$ cat src/rtl/fp_norm_round_if.sv
`default_nettype none
// ============================================================================
// Module      : fp_norm_round_if
// Description : Input/output handshake bundle for the multiplier back end.
// Revision    : 1.0 - initial release
// ============================================================================
interface fp_norm_round_if;
    logic        in_valid;
    logic        in_ready;
    logic        in_sign;
    logic [8:0]  in_exp;
    logic [47:0] in_prod;
    logic        out_valid;
    logic        out_ready;
    logic [31:0] out_result;
    logic        out_ovf;
    logic        out_unf;

    modport master (
        output in_valid, in_sign, in_exp, in_prod, out_ready,
        input  in_ready, out_valid, out_result, out_ovf, out_unf
    );

    modport slave (
        input  in_valid, in_sign, in_exp, in_prod, out_ready,
        output in_ready, out_valid, out_result, out_ovf, out_unf
    );
endinterface
`default_nettype wire

$ cat src/rtl/fp_norm_round.sv
`default_nettype none
// ============================================================================
// Module      : fp_norm_round
// Description : Two-stage normalize / round-and-pack back end producing
//               binary32 results with overflow and flush-to-zero flags.
// Revision    : 1.0 - initial release
// ============================================================================
module fp_norm_round #(
    parameter bit ROUND_EN = 1'b1
) (
    input  wire logic       clk,
    input  wire logic       reset,
    fp_norm_round_if.slave  bus
);

    localparam logic signed [10:0] c_BIAS_HI = 11'sd126;
    localparam logic signed [10:0] c_BIAS_LO = 11'sd127;
    localparam logic signed [10:0] c_EXP_MAX = 11'sd255;
    localparam logic signed [10:0] c_EXP_MIN = 11'sd0;

    logic                r_s1_valid;
    logic                r_s1_sign;
    logic signed [10:0]  r_s1_exp;
    logic [22:0]         r_s1_mant;
    logic                r_s1_guard;
    logic                r_s1_sticky;
    logic                r_s1_zero;

    logic                r_out_valid;
    logic [31:0]         r_out_result;
    logic                r_out_ovf;
    logic                r_out_unf;

    logic                w_s2_load;
    logic                w_s1_load;

    // Stage 2 frees up when empty or draining; stage 1 can then always move on.
    assign w_s2_load    = !r_out_valid || bus.out_ready;
    assign w_s1_load    = !r_s1_valid || w_s2_load;
    assign bus.in_ready = w_s1_load;

    assign bus.out_valid  = r_out_valid;
    assign bus.out_result = r_out_result;
    assign bus.out_ovf    = r_out_ovf;
    assign bus.out_unf    = r_out_unf;

    logic                w_n_zero;
    logic [22:0]         w_n_mant;
    logic                w_n_guard;
    logic                w_n_sticky;
    logic signed [10:0]  w_n_exp;

    always_comb begin
        w_n_zero   = 1'b0;
        w_n_mant   = bus.in_prod[45:23];
        w_n_guard  = bus.in_prod[22];
        w_n_sticky = |bus.in_prod[21:0];
        w_n_exp    = $signed({2'b00, bus.in_exp}) - c_BIAS_LO;
        if (bus.in_prod[47]) begin
            w_n_mant   = bus.in_prod[46:24];
            w_n_guard  = bus.in_prod[23];
            w_n_sticky = |bus.in_prod[22:0];
            w_n_exp    = $signed({2'b00, bus.in_exp}) - c_BIAS_HI;
        end else if (!bus.in_prod[46]) begin
            w_n_zero = 1'b1;
        end
    end

    always_ff @(posedge clk or negedge reset) begin
        if (!reset) begin
            r_s1_valid  <= 1'b0;
            r_s1_sign   <= 1'b0;
            r_s1_exp    <= '0;
            r_s1_mant   <= '0;
            r_s1_guard  <= 1'b0;
            r_s1_sticky <= 1'b0;
            r_s1_zero   <= 1'b0;
        end else if (w_s1_load) begin
            r_s1_valid <= bus.in_valid;
            if (bus.in_valid) begin
                r_s1_sign   <= bus.in_sign;
                r_s1_exp    <= w_n_exp;
                r_s1_mant   <= w_n_mant;
                r_s1_guard  <= w_n_guard;
                r_s1_sticky <= w_n_sticky;
                r_s1_zero   <= w_n_zero;
            end
        end
    end

    logic                w_round_up;
    logic [23:0]         w_sum;
    logic [22:0]         w_frac;
    logic signed [10:0]  w_e2;
    logic [31:0]         w_result;
    logic                w_ovf;
    logic                w_unf;

    always_comb begin
        w_round_up = ROUND_EN & r_s1_guard & (r_s1_sticky | r_s1_mant[0]);
        w_sum      = {1'b0, r_s1_mant} + {23'd0, w_round_up};
        // A carry out of the mantissa means 1.111..1 rounded to 10.0.
        w_frac     = w_sum[23] ? 23'd0 : w_sum[22:0];
        w_e2       = r_s1_exp + $signed({10'd0, w_sum[23]});
        w_ovf      = 1'b0;
        w_unf      = 1'b0;
        if (r_s1_zero) begin
            w_result = {r_s1_sign, 31'd0};
        end else if (w_e2 >= c_EXP_MAX) begin
            w_result = {r_s1_sign, 8'hFF, 23'd0};
            w_ovf    = 1'b1;
        end else if (w_e2 <= c_EXP_MIN) begin
            w_result = {r_s1_sign, 31'd0};
            w_unf    = 1'b1;
        end else begin
            w_result = {r_s1_sign, w_e2[7:0], w_frac};
        end
    end

    always_ff @(posedge clk or negedge reset) begin
        if (!reset) begin
            r_out_valid  <= 1'b0;
            r_out_result <= '0;
            r_out_ovf    <= 1'b0;
            r_out_unf    <= 1'b0;
        end else if (w_s2_load) begin
            r_out_valid <= r_s1_valid;
            if (r_s1_valid) begin
                r_out_result <= w_result;
                r_out_ovf    <= w_ovf;
                r_out_unf    <= w_unf;
            end
        end
    end

endmodule
`default_nettype wire

$ cat src/flat_wrapper.sv
// flat-port wrapper written by rule: the top's interface ports become plain ports
module fp_norm_round_flat 
#(
    parameter bit ROUND_EN = 1'b1
)
  (clk, reset, bus_in_valid, bus_in_sign, bus_in_exp, bus_in_prod, bus_out_ready, bus_in_ready, bus_out_valid, bus_out_result, bus_out_ovf, bus_out_unf);
  fp_norm_round_if bus_i ();
  input  wire logic clk;
  input  wire logic reset;
  input wire logic [$bits(bus_i.in_valid)-1:0] bus_in_valid;
  input wire logic [$bits(bus_i.in_sign)-1:0] bus_in_sign;
  input wire logic [$bits(bus_i.in_exp)-1:0] bus_in_exp;
  input wire logic [$bits(bus_i.in_prod)-1:0] bus_in_prod;
  input wire logic [$bits(bus_i.out_ready)-1:0] bus_out_ready;
  output wire logic [$bits(bus_i.in_ready)-1:0] bus_in_ready;
  output wire logic [$bits(bus_i.out_valid)-1:0] bus_out_valid;
  output wire logic [$bits(bus_i.out_result)-1:0] bus_out_result;
  output wire logic [$bits(bus_i.out_ovf)-1:0] bus_out_ovf;
  output wire logic [$bits(bus_i.out_unf)-1:0] bus_out_unf;
  assign bus_i.in_valid = bus_in_valid;
  assign bus_i.in_sign = bus_in_sign;
  assign bus_i.in_exp = bus_in_exp;
  assign bus_i.in_prod = bus_in_prod;
  assign bus_i.out_ready = bus_out_ready;
  assign bus_in_ready = bus_i.in_ready;
  assign bus_out_valid = bus_i.out_valid;
  assign bus_out_result = bus_i.out_result;
  assign bus_out_ovf = bus_i.out_ovf;
  assign bus_out_unf = bus_i.out_unf;
  fp_norm_round #(.ROUND_EN(ROUND_EN)) u_core (.clk(clk), .reset(reset), .bus(bus_i));
endmodule
$ cat config.mk
export PLATFORM = sky130hd
export DESIGN_NAME = fp_norm_round_flat
export DESIGN_NICKNAME = d
export VERILOG_FILES = /design/src/rtl/fp_norm_round_if.sv /design/src/rtl/fp_norm_round.sv /design/src/flat_wrapper.sv
export SDC_FILE = /design/constraint.sdc
export NUM_CORES = 1
export LEC_CHECK = 0
export CAP_MARGIN = 10
export CORE_MARGIN = 1.5
export CORE_UTILIZATION = 45
export DETAILED_ROUTE_END_ITERATION = 8
export PLACE_DENSITY = 0.8
export RECOVER_POWER = 50
export REMOVE_ABC_BUFFERS = 1
export SLEW_MARGIN = 25
export SYNTH_ARGS = -nofsm -noshare
export SYNTH_HDL_FRONTEND = slang
export SYNTH_SLANG_ARGS = --single-unit
$ cat constraint.sdc
create_clock -name clk -period 5.5 [get_ports clk]
set_input_delay 1.65 -clock clk [delete_from_list [all_inputs] [get_ports clk]]
set_output_delay 1.65 -clock clk [all_outputs]
set_load 0.005 [all_outputs]
==> flow_summary.json <==
{
  "status": "finished, violations left",
  "wl_per_cell_um": 14.8,
  "ys_types": 52,
  "synth_top_area_frac": 0.451,
  "syn_to_final_growth_pct": 30.7,
  "cts_made_buffers": 9,
  "slew_violations": 37,
  "cts.sinks": 73,
  "setup_violations": 0,
  "leakagePower_nw": 2.24,
  "initial_core_util": 0.465,
  "irDropWorstVdd_uv": 127,
  "switching_share": 0.292,
  "setup-tns-final_ns": 0,
  "synth.area.top_cells": "dfrtp_1, nand2_1, mux2i_1",
  "synth_edf_count": 0,
  "grt_usage": 0.197,
  "seqPwrFrac": 0.437,
  "min_period_ns": 4.58,
  "ioPinCount": 98,
  "critical_path_class": "input port to primary output",
  "tightest_slew_ns": 1.85,
  "chipHeight_um": 97.9,
  "clkTransAtPathRegs_ns": 0.08,
  "grt_pass1_vias": 3282,
  "p_int_mw": 1.16,
  "route.detailed.drc": 0,
  "layout_setup_ws_ns": 0.920,
  "post_cts_buffers": 0,
  "clkPwrFrac": 0.321,
  "pwr-share-comb": 0.242,
  "grt_remaining_overflow": 0,
  "ys_seq_elements": 73,
  "min_path_type": "flip-flop to flip-flop",
  "vias": 3237,
  "drt-total-wl_mm": 8.85,
  "dp_slack_ns": 1.04,
  "synth_top_cells_by_count": "dfrtp_1, nand2_1, o21ai_0",
  "synth_top_area_cell": "dfrtp_1",
  "placed_cells": 584,
  "cts_tree": "done",
  "grt_pass1_wl_mm": 15.2,
  "relSlewSlack": -0.232,
  "insertedDiodeCount": 0,
  "grt_max_degree": 74,
  "yosysWarnings": 0,
  "multi_input_area_mm2": 0.00207,
  "cp.required_ns": 3.85,
  "nNetsFinal": 556,
  "cp-end-kind": "primary output",
  "maxCapViolCount": 1,
  "netlist_area_mm2": 0.00405,
  "drtIter0Drc": 69,
  "skew_ns": 0.0115,
  "cts_resized": 0,
  "clk_latency_ns": 0.36,
  "cts_buffer_depth": 2,
  "ant_nets": 0,
  "vias_per_cell": 5.40,
  "period_share": 0.833,
  "powerDensity_mw_per_mm2": 310,
  "cp_data_arrival_time_ns": 2.93,
  "finalHoldViolCount": 0,
  "dr.pass1.iters": 4,
  "failed_checks": "max-capacitance violations, max-slew violations",
  "fin_cells": 600,
  "antenna_found_initial": 0,
  "avgSynthCellArea_um2": 10.2,
  "dieArea_mm2": 0.00959,
  "p_sw_uw": 480,
  "drive_gt1_frac": 0.0976,
  "port_buffers": 97,
  "synth.most_common_cell": "dfrtp_1",
  "max_freq_ghz": 0.218,
  "die_w_um": 97.9,
  "synthArstFlopShare": 1.00,
  "ys.flop_type": "dfrtp_1",
  "rsz0062_at_grt": "false",
  "ys_seq_area_frac": 0.451,
  "core_area_mm2": 0.00872,
  "cts-htree-levels": 3,
  "rows": 34,
  "cp-start-kind": "input port",
  "hold_buffers": 0,
  "ff_latch_area_mm2": 0.00183,
  "place_hpwl_mm": 6.43,
  "root_buffer": "clkbuf_8",
  "syn_inst": 398,
  "num-fill-cells": 733,
  "path_max_fanout": 3,
  "gp_congestion": 0.866
}
-- registers in the layout (all words and copies together), names as in the netlist --
register,count
u_core.bus.out_result,32
u_core.r_s1_mant,23
u_core.r_s1_exp,10
u_core.bus.out_ovf,1
u_core.bus.out_unf,1
u_core.bus.out_valid,1
u_core.r_s1_guard,1
u_core.r_s1_sign,1
u_core.r_s1_sticky,1
u_core.r_s1_valid,1
u_core.r_s1_zero,1
-- routing by layer --
| metal | up-vias | part of all wire | track usage |
|---|---|---|---|
| li1 | 1618 | - | - |
| met2 | 62 | 0.51 | 0.342 |
| met5 | - | 0 | 0 |
| met3 | 17 | 0.037 | 0.0344 |
| met4 | 0 | 0.021 | 0.0956 |
| met1 | 1540 | 0.43 | 0.237 |
-- placed cells by master (no fill, tap or decap), types with 6 or more instances in the layout --
cell,instances
inv_1,10
o31ai_1,13
nor2_1,6
nand4_1,9
a221o_1,8
nand3_1,11
and3_1,6
nand2_1,71
xnor2_1,17
o31ai_2,11
nor4_1,9
mux2i_1,26
o21ai_0,37
clkdlybuf4s50_1,78
xor2_1,19
dfrtp_1,73
ha_1,7
clkbuf_8,10
dlygate4sd3_1,17
-- stage by stage --
step                 util  power, mW  hold slack, ns  instance area, um^2
floorplan               -      0.908           0.450                 3920
global placement    0.578       1.12           0.466                 5040
detailed placement  0.578       1.14           0.469                 5040
CTS                 0.607       1.66           0.489                 5300
global route        0.608       1.73           0.514                 5300
finish              0.608       1.64           0.480                 5300
-- logic make-up (layout without fill, tap and decap cells) --
family | Yosys count | after routing | share of synthesized area
adders and majority gates | 7 | 7 | 0.0216
AOI/OAI and AO/OA | 86 | 86 | 0.164
xor gates and xnor gates | 37 | 37 | 0.0818
DFF | 73 | 73 | 0.451
and+or+nand+nor | 135 | 135 | 0.171
muxes | 28 | 28 | 0.0698
buffers and inverters | 32 | 126 | 0.0414
-- final timing paths --
kind,depth (start not counted),endpoint,from,slack [ns]
min reg2reg,1,u_core.bus.out_ovf$_DFFE_PN0P_,u_core.bus.out_ovf$_DFFE_PN0P_,0.48
min in group asynchronous,1,u_core.r_s1_exp[8]$_DFFE_PN0P_,reset,1.78
max in group asynchronous,2,u_core.bus.out_result[24]$_DFFE_PN0P_,reset,2.38
max reg2reg,13,u_core.bus.out_result[2]$_DFFE_PN0P_,u_core.r_s1_mant[0]$_DFFE_PN0P_,1.67
max,3,bus_in_ready,bus_out_ready,0.92
min,1,u_core.bus.out_ovf$_DFFE_PN0P_,u_core.bus.out_ovf$_DFFE_PN0P_,0.48
-- final cells by class --
type / count / share of cell area
multi-input combinational: 293 / 0.390
clock buffer: 10 / 0.0260
clock inverter: 6 / 0.0215
sequential: 73 / 0.345
inverter: 10 / 0.00708
tap: 108 / 0.0255
timing repair buffer: 100 / 0.185
-- worst max-delay path: stages --
cell             delay (ns)
dlygate4sd3_1          0.54
nand3b_1               0.25
clkdlybuf4s50_1        0.49
-- power by group through the flow --
stage / logic, mW / registers [mW] / clock network (mW)
after floorplan: 0.195 / 0.713 / 0
after global placement: 0.399 / 0.722 / 0
after detailed placement: 0.410 / 0.727 / 0
after CTS: 0.413 / 0.718 / 0.531
after global routing: 0.439 / 0.732 / 0.554
final: 0.397 / 0.717 / 0.527
Power figures use the tool's default switching activity.
